`src/rtl/uart_rx_pkg.sv`:
```
// rtl/uart_rx_pkg.sv - shared UART receiver states and framing constants
package uart_rx_pkg;

    typedef enum logic [2:0] {
        IDLE   = 3'd0,
        START  = 3'd1,
        DATA   = 3'd2,
        PARITY = 3'd3,
        STOP   = 3'd4
    } state_t;

    // Oversampling ticks per bit period
    localparam int OVS = 16;
    // Tick index at the middle of the start bit
    localparam int MID = 7;

endpackage

```
`src/rtl/uart_rx_if.sv`:
```
// rtl/uart_rx_if.sv - serial input and received-byte bundle for uart_rx
interface uart_rx_if #(
    parameter int DBIT = 8
) ();
    logic            rx;
    logic            s_tick;
    logic [DBIT-1:0] dout;
    logic            rx_done;
    logic            parity_err;
    logic            frame_err;

    // Line/tick source and result consumer
    modport master (
        output rx, s_tick,
        input  dout, rx_done, parity_err, frame_err
    );

    // Receiver side
    modport slave (
        input  rx, s_tick,
        output dout, rx_done, parity_err, frame_err
    );
endinterface

```
`src/rtl/uart_rx_sync_2ff.sv`:
```
// rtl/uart_rx_sync_2ff.sv - two-flop synchronizer, resets to line-idle high
module uart_rx_sync_2ff (
    input  logic clk,
    input  logic reset,
    input  logic d,
    output logic q
);
    logic meta;

    // Two register stages; reset to 1 so a reset never looks like a start edge
    always_ff @(posedge clk or negedge reset) begin
        if (!reset) begin
            meta <= 1'b1;
            q    <= 1'b1;
        end else begin
            meta <= d;
            q    <= meta;
        end
    end
endmodule

```
`src/rtl/uart_rx.sv`:
```
// rtl/uart_rx.sv - 16x oversampling UART receiver with parity and stop checks
module uart_rx
    import uart_rx_pkg::*;
#(
    parameter int DBIT       = 8,
    parameter int SB_TICK    = 16,
    parameter int PARITY_EN  = 0,
    parameter int PARITY_ODD = 0
) (
    input  logic     clk,
    input  logic     reset,
    uart_rx_if.slave bus
);
    localparam int SW = (SB_TICK > 16) ? 5 : 4;
    localparam int NW = (DBIT > 1) ? $clog2(DBIT) : 1;

    localparam logic [SW-1:0] S_MID  = SW'(MID);
    localparam logic [SW-1:0] S_BIT  = SW'(OVS - 1);
    localparam logic [SW-1:0] S_STOP = SW'(SB_TICK - 1);
    localparam logic [NW-1:0] N_LAST = NW'(DBIT - 1);
    localparam logic          P_EN   = (PARITY_EN != 0);
    localparam logic          P_ODD  = (PARITY_ODD != 0);

    state_t          state;
    logic [SW-1:0]   s;
    logic [NW-1:0]   n;
    logic [DBIT-1:0] shift;
    logic            p;
    logic            rx_s;
    logic            rx_prev;
    logic [DBIT-1:0] dout_r;
    logic            done_r;
    logic            perr_r;
    logic            ferr_r;

    uart_rx_sync_2ff u_sync (
        .clk   (clk),
        .reset (reset),
        .d     (bus.rx),
        .q     (rx_s)
    );

    // Frame FSM: counters move only on s_tick, outputs registered on stop sample
    always_ff @(posedge clk or negedge reset) begin
        if (!reset) begin
            state   <= IDLE;
            s       <= '0;
            n       <= '0;
            shift   <= '0;
            p       <= 1'b0;
            rx_prev <= 1'b1;
            dout_r  <= '0;
            done_r  <= 1'b0;
            perr_r  <= 1'b0;
            ferr_r  <= 1'b0;
        end else begin
            rx_prev <= rx_s;
            done_r  <= 1'b0;
            case (state)
                IDLE: begin
                    // Edge, not level: a held-low line must return high to re-arm
                    if (!rx_s && rx_prev) begin
                        state <= START;
                        s     <= '0;
                    end
                end
                START: begin
                    if (bus.s_tick) begin
                        if (s == S_MID) begin
                            s <= '0;
                            if (!rx_s) begin
                                state <= DATA;
                                n     <= '0;
                            end else begin
                                state <= IDLE;
                            end
                        end else begin
                            s <= s + 1'b1;
                        end
                    end
                end
                DATA: begin
                    if (bus.s_tick) begin
                        if (s == S_BIT) begin
                            s     <= '0;
                            shift <= {rx_s, shift[DBIT-1:1]};
                            if (n == N_LAST) begin
                                state <= P_EN ? PARITY : STOP;
                            end else begin
                                n <= n + 1'b1;
                            end
                        end else begin
                            s <= s + 1'b1;
                        end
                    end
                end
                PARITY: begin
                    if (bus.s_tick) begin
                        if (s == S_BIT) begin
                            s     <= '0;
                            p     <= rx_s;
                            state <= STOP;
                        end else begin
                            s <= s + 1'b1;
                        end
                    end
                end
                STOP: begin
                    if (bus.s_tick) begin
                        if (s == S_STOP) begin
                            s      <= '0;
                            state  <= IDLE;
                            dout_r <= shift;
                            ferr_r <= ~rx_s;
                            perr_r <= P_EN & ((^shift) ^ p ^ P_ODD);
                            done_r <= 1'b1;
                        end else begin
                            s <= s + 1'b1;
                        end
                    end
                end
                default: begin
                    state <= IDLE;
                    s     <= '0;
                end
            endcase
        end
    end

    assign bus.dout       = dout_r;
    assign bus.rx_done    = done_r;
    assign bus.parity_err = perr_r;
    assign bus.frame_err  = ferr_r;
endmodule

```
`src/flat_wrapper.sv`:
```
// flat-port wrapper written by rule: the top's interface ports become plain ports
module uart_rx_flat import uart_rx_pkg::*;
#(
    parameter int DBIT       = 8,
    parameter int SB_TICK    = 16,
    parameter int PARITY_EN  = 0,
    parameter int PARITY_ODD = 0
)
  (clk, reset, bus_rx, bus_s_tick, bus_dout, bus_rx_done, bus_parity_err, bus_frame_err);
  uart_rx_if #(.DBIT(DBIT)) bus_i ();
  input  logic clk;
  input  logic reset;
  input wire logic [$bits(bus_i.rx)-1:0] bus_rx;
  input wire logic [$bits(bus_i.s_tick)-1:0] bus_s_tick;
  output wire logic [$bits(bus_i.dout)-1:0] bus_dout;
  output wire logic [$bits(bus_i.rx_done)-1:0] bus_rx_done;
  output wire logic [$bits(bus_i.parity_err)-1:0] bus_parity_err;
  output wire logic [$bits(bus_i.frame_err)-1:0] bus_frame_err;
  assign bus_i.rx = bus_rx;
  assign bus_i.s_tick = bus_s_tick;
  assign bus_dout = bus_i.dout;
  assign bus_rx_done = bus_i.rx_done;
  assign bus_parity_err = bus_i.parity_err;
  assign bus_frame_err = bus_i.frame_err;
  uart_rx #(.DBIT(DBIT), .SB_TICK(SB_TICK), .PARITY_EN(PARITY_EN), .PARITY_ODD(PARITY_ODD)) u_core (.clk(clk), .reset(reset), .bus(bus_i));
endmodule
```
`config.mk`:
```
export PLATFORM = sky130hd
export DESIGN_NAME = uart_rx_flat
export DESIGN_NICKNAME = d
export VERILOG_FILES = /design/src/rtl/uart_rx_pkg.sv /design/src/rtl/uart_rx_if.sv /design/src/rtl/uart_rx_sync_2ff.sv /design/src/rtl/uart_rx.sv /design/src/flat_wrapper.sv
export SDC_FILE = /design/constraint.sdc
export NUM_CORES = 1
export LEC_CHECK = 0
export CORE_MARGIN = 3
export CORE_UTILIZATION = 40
export DETAILED_ROUTE_END_ITERATION = 8
export PLACE_DENSITY = 0.58
export SLEW_MARGIN = 10
export SYNTH_ARGS = -nofsm -noshare
export SYNTH_HDL_FRONTEND = slang
export SYNTH_SLANG_ARGS = --single-unit
```
`constraint.sdc`:
```
create_clock -name clk -period 2.3 [get_ports clk]
set_input_delay 0.46 -clock clk [delete_from_list [all_inputs] [get_ports clk]]
set_output_delay 0.46 -clock clk [all_outputs]
set_load 0.02 [all_outputs]
```
Yosys cells after proc, flatten, opt, wreduce, memory -nomap -nowiden
Index checks and enable logic that the tools add are counted.

storage, ports and cells
  input bits = 4
  flip-flop bits (word level) = 31
  memories kept = 0
  bits in writable memories = 0
  logic and storage cells = 71
  bits in latches = 0
  ROM bits = 0

cells by class
  reductions and logical operators = 10
  magnitude comparators = 0
  eq/ne operators = 20
  bitwise operators = 1
  multiplexer cells = 28
  multipliers = 0
  add/sub/neg operators = 2
  shift-type cells = 0
  div/mod/pow operators = 0

operators by type and width
  cell                   number
  $mux W3                16
  $mux W4                5
  $pmux W3 S5            1
  $ne A2 B1 Y1 const B   7
  $ne A2 B2 Y1 const B   6
  $pmux W4 S3            1
  $reduce_and A10 Y1     1
  $reduce_and A3 Y1      3
  $reduce_and A7 Y1      1
  $eq A3 B2 Y1 const B   2
  $eq A3 B3 Y1 const B   2
  $pmux W3 S2            1
  $add A4 B1 Y4 const B  1
  $eq A4 B3 Y1 const B   1
  $eq A4 B4 Y1 const B   1
  $add A3 B1 Y3 const B  1
  $eq A3 B1 Y1 const B   1
  $logic_not A3 Y1       1
  $mux W1                3
  $reduce_or A3 Y1       1
  $mux W2                1
  $reduce_bool A2 Y1     1
  $logic_and A1 B1 Y1    1
  $logic_not A1 Y1       1
  $not A1 Y1             1

Depth between registers and ports, before layout
Gate-level depths: netlist (run 1).

  depth in word-level cells = 5
  gate-level depth with buffers = 6
  mapped depth without buffers = 6

Modules after synthesis
A second synthesis (run 1) with hierarchy kept.

second synthesis, totals
  cells, all modules = 115
  area, all modules = 1,426.4 µm²

modules (own cells, without submodules)
  module            sequential area each (µm²)  area each (µm²)  times used  cells an instance
  uart_rx           726.9                       1,373.8          1           113
  uart_rx_sync_2ff  52.6                        52.6             1           2

Worst setup path after synthesis (run 1)
Ideal clock, no wire load.

  kind = flip-flop to flip-flop
  from = register u_core.s[0]
  to = register u_core.state[1]
  buffers on the path = 0
  data arrival time = 1.712 ns
  stages on the path, launching flop included = 6
  data required time = 2.175 ns
  path slack = 0.463 ns
  period minus slack after synthesis = 1.837 ns
  path through = dfrtp_1 -> ha_1 -> nand4_2 -> a21boi_0 -> nor4_2 -> mux2_2

on the way
  word-level cells in the longest chain between the ends = 3
  elaborated cells between the ends (all ways) = 7

ends and longest elaborated chain
  element                                              RTL line        RTL
  from (decl)                                          uart_rx.sv:25   logic [SW-1:0] s;
  from (signal assigned)                               uart_rx.sv:78   s <= s + 1'b1;
  from (signal assigned)                               uart_rx.sv:93   s <= s + 1'b1;
  from (signal assigned)                               uart_rx.sv:104  s <= s + 1'b1;
  $eq A4 B4 Y1 / $eq A4 B3 Y1 (equally long branches)  n/a
  $ne A2 B1 Y1 (no source line)                        n/a
  $reduce_and A10 Y1 (no source line) (*)              n/a
  to (signal assigned)                                 uart_rx.sv:88   state <= P_EN ? PARITY : STOP;
  to (decl)                                            uart_rx.sv:24   state_t state;

Every way passes the cells marked *; elsewhere a longest branch is shown, timed or not.
A chain may end at the register's enable or synchronous reset.

Worst setup path after layout (run 1)
  from = register u_core.state[1]
  to = register u_core.n[2]

on the way
  word-level cells in the longest chain between the ends = 3
  elaborated cells between the ends (all ways) = 11

ends and longest elaborated chain
  element                                                RTL line       RTL
  $eq A3 B2 Y1 / $eq A3 B1 Y1 (equally long branches)    uart_rx.sv:59  case (state)
  $ne A2 B2 Y1 (no source line) (tied with other cells)  n/a
  $reduce_and A7 Y1 (no source line)                     n/a
  to (signal assigned)                                   uart_rx.sv:90  n <= n + 1'b1;
  to (decl)                                              uart_rx.sv:26  logic [NW-1:0] n;

Several ways; a longest one is shown, not always the timed one.

==> results of run 1 <==
-- report_power, final --
group          switching (mW)  internal [mW]  total [mW]
clock                   0.192          0.272       0.463
sequential              0.138          0.609       0.748
combinational           0.276          0.274       0.549
total                   0.606           1.15        1.76
-- routing by layer --
layer | GRT usage [%] | wire length, µm
met2 | 20.12 | 1270
met1 | 18.86 | 1242
met4 | 3.797 | 31
met3 | 4.722 | 90
met5 | 0 | 0
-- registers in the layout, summed over array words and instances (netlist names) --
signal / cells
u_core.u_sync.q: 1
u_core.rx_prev: 1
u_core.state: 3
u_core.bus.dout: 8
u_core.bus.frame_err: 1
u_core.bus.rx_done: 1
u_core.s: 4
u_core.shift: 8
u_core.n: 3
u_core.u_sync.meta: 1
-- cell usage in the layout, fill, tap and decap left out, types with 2 or more instances in the layout --
cell and instances:
and3_1 2, buf_4 5, clkbuf_8 7, clkdlybuf4s50_1 13
dfrtp_1 28, dfstp_2 3, ha_1 3, inv_1 4
mux2_2 20, mux2i_1 3, nand2_1 3, nand2b_1 2
nand3_1 3, nor2_1 3, nor3_1 2, nor3b_1 2
o21ai_0 3, xnor2_1 2
-- path summary, 6_finish.rpt --
path	start	endpoint	slack (ns)
setup reg to reg	u_core.state[1]$_DFFE_PN0P_	u_core.n[2]$_DFFE_PN0P_	0.36
hold / removal	u_core.u_sync.meta$_DFF_PN1_	u_core.u_sync.q$_DFF_PN1_	0.36
hold reg to reg	u_core.u_sync.meta$_DFF_PN1_	u_core.u_sync.q$_DFF_PN1_	0.36
max in group asynchronous	reset	u_core.u_sync.q$_DFF_PN1_	1.41
setup / recovery	u_core.state[1]$_DFFE_PN0P_	u_core.n[2]$_DFFE_PN0P_	0.36
min in group asynchronous	reset	u_core.s[2]$_DFFE_PN0P_	0.57
-- layout make-up --
cell class	count	area, µm²	share of cell area (%)
Multi-Input combinational cell	74	648.1	36.58
Clock buffer	7	96.34	5.438
Inverter	4	15.01	0.8475
Tap cell	46	57.56	3.249
Clock inverter	1	7.507	0.4237
Sequential cell	31	779.5	44.00
Timing Repair Buffer	18	167.7	9.463
-- stage by stage --
stage / setup slack [ns] / power (mW) / cells
4_1_cts: 0.3546 / 1.777 / 181
3_3_place_gp: 0.2393 / 1.291 / 173
2_1_floorplan: 0.4629 / 1.207 / 115
5_1_grt: 0.2291 / 1.879 / 181
6_report: 0.3557 / 1.760 / 181
3_5_place_dp: 0.2436 / 1.306 / 173
-- cell families after synthesis --
group / synth area share (%)
mux: 17.13
simple gates: 13.18
flops: 52.31
buf+inv: 4.197
compound gates: 9.236
fa+ha+maj: 2.519
other cells: 0.2516
xor+xnor: 1.176
-- critical path: cells and delay by family, from the launching register on --
family          cells  cell delay (ns)
mux                 1             0.38
simple gates        1             0.45
xor+xnor            1             0.18
compound gates      1             0.16
flops               1             0.65
==> results.md, run 1 <==
* Max incr delay on CP at 0.65 ns
* Root Driver: clkbuf_8
* Worst Skew at 0.003038 ns
* Max VDD drop at 0.4543 mV
* DP Area at 1668 µm²
* Synth warn at 0
* GRT Total Usage at 13.66%
* Post-detail-place hpwl at 1879 µm
* H-Tree Level Count at 2
* Commonest cells in the netlist: dfrtp_1 (28), mux2_2 (20), inv_1 (4)
* Cell with the most instances after synthesis: dfrtp_1
* Top-area cell type share of the netlist area at 47.02%
* Max Cap Viol at 0
* PwrDens at 993.4 nW/µm²
* Post-DR wirelength/cell at 14.55 µm
* Max Freq at 514.3 MHz
* Sequential share of the synthesized area at 52.31%
* Hold Crit Depth at 0
* Layout Nets at ~140
* Fill count at 316
* Top FF cell, synth: dfrtp_1
* DR vias/cell at 5.326
* Initial DRT Pass Iterations at 4
* Largest net degree at the start of global routing at 32
* Top area cells in the synthesized netlist: dfrtp_1 (47%), mux2_2 (15%), dfstp_2 (5.3%)
* TritonCTS Buffers at 5
* Inserted Diodes at 0
* Tightest Pin Transition at 0.5357 ns
* Global route total overflow at 0
* Via count at 964
* Crit-path slowest cell: dfrtp_1
* Crit path cell chain: xnor2_1 -> a311oi_1 -> nor4b_2 -> mux2_2
* Arr. time, crit path at 2.10 ns
* Unrepaired setup endpoints after global routing: no
* Post-cts resize count at 0
* First-pass GRT wire length at approximately 4600 µm
* Clk slew on worst S/H paths at 0.06 ns
* Port bufs at 13
* Setup bufs post-CTS at 0
* Final Cycle Share at 84.54%
* DRT iter0 DRCs at 83
* Count of cell types in the netlist at between 40 and 50
* Hold WS at 0.3577 ns
* Net count after synthesis at approximately 120
* Worst Setup Start Kind: flip-flop
* Clock Latency Late Sink at 0.27 ns
* Hold WC Path Type: flip-flop to flip-flop
* GPL Wtd Cong at 0.8741
* Starting density of the core at 42.97%
* Area Growth Syn to Fin at 18.89%
* Fin area at 1772 µm²
* CTS Buffer Depth at 2
* Die H at roughly 67 µm
* CTS tree: done
* Final Core Density at ~51%
* Io pins at 15
* LEAKAGE at 0.8161 nW
* Max FO, Critical Path at 18
* Die Span X at 67.04 µm
* Vias in the first global route at 950
* Antenna violations before repair at 0
* Async SR Flop Fraction at 100.0%
* # clock sinks at 31
* Share of layout cells above drive strength 1 at 33.33%
* Cell area after synthesis at 1490 µm²
* Final min period at 1.944 ns
* Setup CP Type: flip-flop to flip-flop
* Required time of the critical path at 2.46 ns
* Synthesized instance count at around 120
* Total wire length at 2634 µm
* Yosys top cell by area: dfrtp_1
* Relative slew slack at 63.36%
* Worst Reg-to-Reg Cells at 4
* EDFF count, synth at 0
* Setup Viol. Count Final at 0
* Core Rows at 21
* DRC viols at 0
* Status: complete, no violations
* Detail Route Antenna Nets at 0
* Final hold violation count at 0
* Worst setup EP type: flip-flop
* Syn avg cell area at 12.96 µm²
* Max-slew violation count at 0
* Setup TNS at 0 ns
* Area of the die at 4494 µm²
* CTS Hold Bufs at 0
* Area of the core at 3468 µm²
* Flop and latch count out of synthesis at 31
Power figures use the tool's default switching activity.
==> run 2: changes to the inputs <==
==> constraint.sdc (replaced) <==
create_clock -name clk -period 2 [get_ports clk]
set_input_delay 0.4 -clock clk [delete_from_list [all_inputs] [get_ports clk]]
set_output_delay 0.4 -clock clk [all_outputs]
set_load 0.02 [all_outputs]
==> results.md, run 2 (synthesis results as in run 1) <==
* Status: complete, no violations (unchanged)
* Commonest non-fill, non-tap cell in the layout: dfrtp_1 (unchanged)
* Arr. time, crit path at 2.01 ns (was 2.10 ns)
* DRC viols at 0 (unchanged)
* Starting density of the core at 42.97% (unchanged)
* Antenna violations before repair at 0 (unchanged)
* Worst Skew at 0.006506 ns (was 0.003038 ns)
* Switching Share at 33.50% (was 34.41%)
* Inst Count DP at 177 (was 173)
* Setup TNS at 0 ns (unchanged)
* Layout Nets at 145 (was 141)
* Max Cap Viol at 0 (unchanged)
* Part of the power in registers at 39.3% (was 42.5%)
* Max VDD drop at 0.4981 mV (was 0.4543 mV)
* Core Rows at 21 (unchanged)
* Worst setup path start: u_core.n[0]$_DFFE_PN0P_ (was u_core.state[1]$_DFFE_PN0P_)
* TritonCTS Buffers at 5 (unchanged)
* Max Freq at 540.3 MHz (was 514.3 MHz)
* Reg-to-reg setup timing slack at 0.15 ns (was 0.36 ns)
* Area of the die at 4494 µm² (unchanged)
* Die Span X at 67.04 µm (unchanged)
* Final hold violation count at 0 (unchanged)
* Setup CP Type: flip-flop to flip-flop (unchanged)
* Share of layout cells above drive strength 1 at 34.53% (was 33.33%)
* Largest net degree at the start of global routing at 32 (unchanged)
* Io pins at 15 (unchanged)
* # clock sinks at 31 (unchanged)
* Clock share of power at 27.3% (was 26.3%)
* Root Driver: clkbuf_8 (unchanged)
* Final Cycle Share at 92.55% (was 84.54%)
* Fill count at 307 (was 316)
* Post-detail-place hpwl at 1909 µm (was 1879 µm)
* Tightest Pin Transition at 0.5415 ns (was 0.5357 ns)
* Unrepaired setup endpoints after global routing: no (unchanged)
* Setup bufs post-CTS at 0 (unchanged)
* Relative slew slack at 63.52% (was 63.36%)
* Area of the core at 3468 µm² (unchanged)
* Final min period at 1.851 ns (was 1.944 ns)
* DR vias/cell at 5.243 (was 5.326)
* CTS tree: done (unchanged)
* Worst Setup Start Kind: flip-flop (unchanged)
* GRT Total Usage at 14.15% (was 13.66%)
* Worst setup EP type: flip-flop (unchanged)
* First-pass GRT wire length at 4650 µm (was 4560 µm)
* LEAKAGE at 0.8434 nW (was 0.8161 nW)
* Detail Route Antenna Nets at 0 (unchanged)
* Hold Path Origin: u_core.u_sync.meta$_DFF_PN1_ (unchanged)
* Int Power at 1.419 mW (was 1.154 mW)
* Required time of the critical path at 2.16 ns (was 2.46 ns)
* Setup Viol. Count Final at 0 (unchanged)
* Post-cts resize count at 0 (unchanged)
* Die H at 67.04 µm (unchanged)
* Commonest cells after routing, fill and taps aside: dfrtp_1 (27), mux2_2 (20), clkdlybuf4s50_1 (13), buf_4 (7), clkbuf_8 (5) (was dfrtp_1 (28), mux2_2 (20), clkdlybuf4s50_1 (13), clkbuf_8 (7), buf_4 (5))
* Hold WC Path Type: flip-flop to flip-flop (unchanged)
* Comb pwr share at 33.4% (was 31.2%)
* Port bufs at 13 (unchanged)
* Area Growth Syn to Fin at 22.92% (was 18.89%)
* PwrDens at 1165 nW/µm² (was 993.4 nW/µm²)
* Total wire length at 2712 µm (was 2634 µm)
* Global route total overflow at 0 (unchanged)
* Clk slew on worst S/H paths at 0.06 ns (about the same)
* Final Non-Filler Cells at 185 (was 181)
* Max FO, Critical Path at 3 (was 18)
* Post-DR wirelength/cell at 14.66 µm (was 14.55 µm)
* Critical R2R Launch: u_core.n[0]$_DFFE_PN0P_ (was u_core.state[1]$_DFFE_PN0P_)
* H-Tree Level Count at 2 (unchanged)
* Vias in the first global route at 1,043 (was 950)
* GPL Wtd Cong at 0.8829 (was 0.8741)
* Net Sw Power at 0.7150 mW (was 0.6056 mW)
* CTS Hold Bufs at 0 (unchanged)
* Initial DRT Pass Iterations at 4 (unchanged)
* Clock Latency Late Sink at 0.27 ns (about the same)
* CTS Buffer Depth at 2 (unchanged)
* Via count at 970 (was 964)
* DRT iter0 DRCs at 71 (was 83)
* Max-slew violation count at 0 (unchanged)
* Inserted Diodes at 0 (unchanged)
==> run 2: cell types whose count changed in the layout (fill, tap and decap cells not counted), moves of 2 or more <==
cell	previous run	this run
buf_4	5	7
clkbuf_1	0	2
buf_12	0	2
clkbuf_8	7	5
==> run 2: stage by stage <==
stage          area [µm²]  hold WS [ns]  power (mW)  setup slack, ns  utilization (%)
3_5_place_dp         1723        0.3488       1.538          0.01312            49.68
6_report             1832        0.3597       2.134           0.1490            52.81
2_1_floorplan        1490        0.1044       1.389           0.1629                -
4_1_cts              1829        0.3576       2.140           0.1127            52.74
3_3_place_gp         1723        0.3467       1.512          0.06561            49.68
5_1_grt              1832        0.3674       2.273          0.03198            52.81
==> run 2: worst max-delay path, stage by stage, from the launching register on <==
cell and delay, ns:
dfrtp_1 0.40, ha_1 0.21, ha_1 0.19, nor2_1 0.08, a2bb2oi_1 0.09, nor4b_2 0.38, mux2_2 0.38
==> run 2: cell type report <==
class                   instances  area [µm²]  share of cell area, %
clock inverters                 1       30.03                  1.639
inverters                       4       15.01                 0.8197
flip-flops and latches         31       780.7                  42.62
repair buffers                 22       222.7                  12.16
well taps                      46       57.56                  3.142
clock buffers                   7       76.32                  4.167
multi-input cells              74       649.4                  35.45
==> run 2: worst paths after layout <==
path,cells past startpoint,to
max,6,u_core.n[1]$_DFFE_PN0P_
min,0,u_core.u_sync.q$_DFF_PN1_
max reg2reg,6,u_core.n[1]$_DFFE_PN0P_
min reg2reg,0,u_core.u_sync.q$_DFF_PN1_
max in group asynchronous,2,u_core.rx_prev$_DFF_PN1_
min in group asynchronous,2,u_core.shift[1]$_DFFE_PN0P_
==> run 2: routing by layer <==
layer | share of wire, % | vias up | GRT usage (%)
met5 | 0 | - | 0
met4 | 1.1 | 0 | 6.835
met3 | 6.8 | 4 | 4.890
met2 | 48 | 39 | 22.45
met1 | 44 | 464 | 16.95
li1 | - | 463 | -
==> run 2: power by group through the flow <==
stage	logic, mW	clock network (mW)	registers, mW
finish	0.713	0.583	0.839
global route	0.786	0.629	0.859
CTS	0.701	0.607	0.832
detailed placement	0.694	0	0.843
global placement	0.674	0	0.838
floorplan	0.621	0	0.767
